[config.mk]
export PLATFORM = sky130hd
export DESIGN_NAME = imem_loader_ctrl
export DESIGN_NICKNAME = d
export VERILOG_FILES = /design/src/rtl/imem_loader_ctrl.sv
export SDC_FILE = /design/constraint.sdc
export NUM_CORES = 1
export LEC_CHECK = 0
export ABC_AREA = 1
export BUFFER_PORTS_ARGS = -buffer_cell sky130_fd_sc_hd__buf_2
export CORE_UTILIZATION = 45
export CTS_CLUSTER_SIZE = 16
export DETAILED_ROUTE_END_ITERATION = 16
export PLACE_DENSITY = 0.81
export SETUP_SLACK_MARGIN = 0.05
export SKIP_LAST_GASP = 1
export SLEW_MARGIN = 20
export SYNTH_ARGS = -nofsm -noshare
export SYNTH_HDL_FRONTEND = slang
export SYNTH_SLANG_ARGS = --single-unit
[constraint.sdc]
create_clock -name clk -period 2.4 [get_ports clk]
set_input_delay 0.36 -clock clk [delete_from_list [all_inputs] [get_ports clk]]
set_output_delay 0.36 -clock clk [all_outputs]
set_load 0.01 [all_outputs]
[src/rtl/imem_loader_ctrl.sv]
// Byte-stream program loader for the instruction memory; stalls the core while loading.
// Optional trailing-checksum verification is enabled by defining IMEM_LOADER_CHECKSUM_EN.
module imem_loader_ctrl #(
    parameter int ADDR_W    = 9,
    parameter int MEM_WORDS = 512
) (
    input  logic              clk,
    input  logic              rst_n,
    input  logic              load_start_i,
    input  logic [9:0]        word_count_i,
    input  logic              byte_valid_i,
    input  logic [7:0]        byte_data_i,
    output logic              byte_ready_o,
    input  logic [ADDR_W-1:0] fetch_addr_i,
    output logic [ADDR_W-1:0] mem_addr_o,
    output logic              mem_we_o,
    output logic [31:0]       mem_wdata_o,
    output logic              cpu_stall_o,
    output logic              load_busy_o,
    output logic              load_done_o,
    output logic              load_err_o
);

    localparam int CW = 10;
    localparam int PW = (ADDR_W > CW) ? ADDR_W : CW;

    typedef enum logic [2:0] {
        S_IDLE,
        S_RECV,
        S_WRITE,
`ifdef IMEM_LOADER_CHECKSUM_EN
        S_CHECK,
`endif
        S_DONE
    } state_t;

    state_t            state_q, state_d;
    logic [ADDR_W-1:0] ptr_q, ptr_d;
    logic [CW-1:0]     count_q, count_d;
    logic [1:0]        idx_q, idx_d;
    logic [31:0]       word_q, word_d;
    logic [31:0]       csum_q, csum_d;
    logic [CW-1:0]     count_lim;
    logic [31:0]       word_asm;
    logic              last_word;
`ifdef IMEM_LOADER_CHECKSUM_EN
    logic              err_q, err_d;
`endif

    always_comb begin
        count_lim = (int'({22'd0, word_count_i}) > MEM_WORDS) ? CW'(MEM_WORDS) : word_count_i;
        word_asm  = word_q;
        word_asm[{idx_q, 3'b000} +: 8] = byte_data_i;
        last_word = (PW'(ptr_q) + PW'(1)) == PW'(count_q);
    end

    // NOTE: every output and next-state value gets a default first, so no path can infer a latch.
    always_comb begin
        state_d      = state_q;
        ptr_d        = ptr_q;
        count_d      = count_q;
        idx_d        = idx_q;
        word_d       = word_q;
        csum_d       = csum_q;
`ifdef IMEM_LOADER_CHECKSUM_EN
        err_d        = err_q;
`endif
        byte_ready_o = 1'b0;
        mem_we_o     = 1'b0;
        load_done_o  = 1'b0;

        case (state_q)
            S_IDLE: begin
                if (load_start_i) begin
                    count_d = count_lim;
                    ptr_d   = '0;
                    idx_d   = '0;
                    csum_d  = '0;
`ifdef IMEM_LOADER_CHECKSUM_EN
                    err_d   = 1'b0;
`endif
                    state_d = (count_lim == '0) ? S_DONE : S_RECV;
                end
            end
            S_RECV: begin
                byte_ready_o = 1'b1;
                if (byte_valid_i) begin
                    word_d = word_asm;
                    idx_d  = idx_q + 2'd1;
                    if (idx_q == 2'd3) state_d = S_WRITE;
                end
            end
            S_WRITE: begin
                mem_we_o = 1'b1;
                csum_d   = csum_q + word_q;
                // The pointer holds on the final word so it never passes the last loaded address.
                if (last_word) begin
`ifdef IMEM_LOADER_CHECKSUM_EN
                    state_d = S_CHECK;
`else
                    state_d = S_DONE;
`endif
                end else begin
                    ptr_d   = ptr_q + 1'b1;
                    state_d = S_RECV;
                end
            end
`ifdef IMEM_LOADER_CHECKSUM_EN
            S_CHECK: begin
                byte_ready_o = 1'b1;
                if (byte_valid_i) begin
                    word_d = word_asm;
                    idx_d  = idx_q + 2'd1;
                    if (idx_q == 2'd3) begin
                        err_d   = (word_asm != csum_q);
                        state_d = S_DONE;
                    end
                end
            end
`endif
            S_DONE: begin
                load_done_o = 1'b1;
                state_d     = S_IDLE;
            end
            default: state_d = S_IDLE;
        endcase
    end

    assign load_busy_o = (state_q != S_IDLE);
    assign cpu_stall_o = (state_q != S_IDLE);
    assign mem_addr_o  = (state_q == S_IDLE) ? fetch_addr_i : ptr_q;
    assign mem_wdata_o = (state_q == S_WRITE) ? word_q : 32'd0;

    // NOTE: sequential state uses non-blocking assignments so all registers update together.
    always_ff @(posedge clk or negedge rst_n) begin
        if (!rst_n) begin
            state_q <= S_IDLE;
            ptr_q   <= '0;
            count_q <= '0;
            idx_q   <= '0;
            word_q  <= '0;
            csum_q  <= '0;
        end else begin
            state_q <= state_d;
            ptr_q   <= ptr_d;
            count_q <= count_d;
            idx_q   <= idx_d;
            word_q  <= word_d;
            csum_q  <= csum_d;
        end
    end

`ifdef IMEM_LOADER_CHECKSUM_EN
    always_ff @(posedge clk or negedge rst_n) begin
        if (!rst_n) err_q <= 1'b0;
        else        err_q <= err_d;
    end
    assign load_err_o = err_q;
`else
    assign load_err_o = 1'b0;
`endif

endmodule

==> results.toml <==
[placement]
place_hpwl_um = 5640
placed_area_um2 = 3600
routabilityCongestion = 0.912
portBuffers = 76

[timing]
whs_ns = 0.156
min_period_ns = 2.03
slew_headroom = 0.530
setup_violations = 0
fmax_ghz = 0.492
fin_setup_tns_ns = 0
rsz0062_at_grt = "false"
finClkSkew_ns = 0.0134
period_share = 0.847
maxSlewViolCount = 0
worst_slew_pin_slew_ns = 0.705
hold_viol_final = 0

[die]
chipHeight_um = 85.5
initial_utilization = 0.465
io_pins = 78
die_w_um = 85.5
die_area_um2 = 7320
std_cell_rows = 30
core_um2 = 6760

[layout]
final_core_util = 0.547
nets = 546
antenna_cells = 0
drive_above_1_share = 0.225
areaGrowthSynthToFinish_pct = 17.8
stdcell_area_um2 = 3700

[detailed_routing]
drt_first_pass_iters = 5
num_vias = 3124
drtIter0Drc = 222
met2_length_um = 3670
drc = 0
final_antenna_net_count = 0
highest_layer = "met4"
wl_per_cell_um = 13.1
viasPerCell = 5.29
wl_met3_um = 550
met1_length_um = 3390
routed_wl_um = 7700

[grt]
grt_max_degree = 56
antenna_found_initial = 0
gr-usage-all-layers = 0.216
grt_first_pass_wirelength_um = 12600
grt.overflow.total = 0
grt_pass1_vias = 2775

[status]
status = "finished clean"

[clocking]
clkSlewWorstSetupHoldPaths_ns = 0.11
cts.sink_count = 55
cts.repair.resized = 0
h-tree-depth = 2
cts_hold_buf = 0
cts_buffer_depth = 2
cts_made_buffers = 5
root_buffer = "clkbuf_8"
clock_latency_ns = 0.33
post_cts_buffers = 0
cts_tree = "built"

[flow_run]
maxCapViolations = 0

[yosys]
synthTopCellsByArea = "dfrtp_1 (44%), nand2_1 (11%), inv_1 (7.5%), nand3_1 (7.2%), o21ai_0 (6.9%)"
synth_cell_type_count = 27
synth_top_cell_area_share = 0.438
synth_top_cell_by_area = "dfrtp_1"
syn_inst = 433
avgSynthCellArea_um2 = 7.25
seq_area_frac_synth = 0.438
syn_area_um2 = 3140
ys_warn_count = 0
syn-num-nets = 470
ys_ff_latch = 55

[worst_setup_path]
crit_fanout = 41
required_ns = 2.04
cp.arrival_ns = 1.67
slowest_delay_ns = 0.51
endpoint_kind = "output pin"
crit_slowest_cell = "dfrtp_1"
crit_type = "reg -> out"
cp_cell_sequence = "inv_2 > nor2_2 > inv_1 > buf_4 > nor2_1 > buf_2"
cp-start-kind = "register"

[worst_hold_path]
hold_class = "in -> async"

[power]
p_leak_nw = 1.91
power_w = 0.00361
p_per_area_nw_per_um2 = 977
ir_worst_vdd_uv = 521
[flip-flops by register name (all words and copies together) (netlist names)]
| name | cells |
|---|---|
| word_q | 32 |
| ptr_q | 9 |
| state_q | 2 |
| count_q | 10 |
| idx_q | 2 |
[stage by stage]
step / setup WS, ns / cells
floorplan: 0.474 / 433
global placement: 0.592 / 582
detailed placement: 0.459 / 582
CTS: 0.364 / 590
global route: 0.198 / 590
finish: 0.368 / 590
[metal layers]
layer | vias up | global-route usage
met2 | 125 | 0.372
li1 | 1526 | -
met5 | - | 0
met3 | 11 | 0.0366
met1 | 1462 | 0.282
met4 | 0 | 0.0591
[logic make-up (layout without fill, tap and decap cells)]
logic type,Yosys count,in the layout,synth area share
AO/OA/AOI/OAI,62,62,0.104
adder cells (fa/ha/maj),6,6,0.0239
buffers and inverters,84,161,0.106
other,1,1,0.00119
flip-flops,55,55,0.438
AND/OR/NAND/NOR,225,225,0.327
[path summary, 6_finish.rpt]
| path | startpoint | to | slack (ns) | cells past startpoint |
|---|---|---|---|---|
| worst min-delay path | rst_n | count_q[0] | 0.16 | 2 |
| max in group asynchronous | rst_n | idx_q[1] | 1.77 | 2 |
| worst max-delay path | state_q[1] | mem_wdata_o[11] | 0.37 | 6 |
| worst max register to register | ptr_q[0] | ptr_q[0] | 0.42 | 14 |
| worst min register to register | ptr_q[4] | ptr_q[4] | 0.54 | 2 |
| min in group clk | word_count_i[4] | count_q[4] | 0.26 | 3 |
[cells in the mapped netlist, drive strengths merged]
library cell  count
nand2            98
inv              68
nor2             66
dfrtp            55
o21ai            46
nand3            45
nand4            11
o22ai             8
a21oi             7
clkbuf            7
buf               6
ha                6
nor3              4
clkinv            3
a31oi             1
conb              1
nand3b            1
[placed cells by master (no fill, tap or decap), drive strengths merged]
cell type / synthesis / layout
nand3: 45 / 45
clkinv: 3 / 4
conb: 1 / 1
dfrtp: 55 / 55
clkbuf: 7 / 5
nor3: 4 / 4
buf: 6 / 82
ha: 6 / 6
nand4: 11 / 11
nand3b: 1 / 1
nor2: 66 / 66
nand2: 98 / 98
inv: 68 / 70
o22ai: 8 / 8
o21ai: 46 / 46
a31oi: 1 / 1
a21oi: 7 / 7
[worst max-delay path: cells and delay by family (launching register included)]
family	cells	cell delay, ns
flip-flops	1	0.51
AND/OR/NAND/NOR	2	0.31
buffers and inverters	4	0.51
[power by group]
part	total, W	leakage, nW	switching, W	internal, W
clock	0.000573	0.0522	0.000350	0.000223
combinational	0.00161	1.13	0.00109	0.000520
sequential	0.00143	0.722	0.000164	0.00127
[final cells by class]
cell class / count / area [µm²]
Timing Repair Buffer: 82 / 425
Clock inverter: 3 / 31.3
Fill cell: 630 / 3060
Multi-Input combinational cell: 294 / 1430
Clock buffer: 5 / 68.8
Inverter: 71 / 267
Sequential cell: 55 / 1380
Tap cell: 80 / 100
Note: power is estimated with default switching activity, not from simulation.
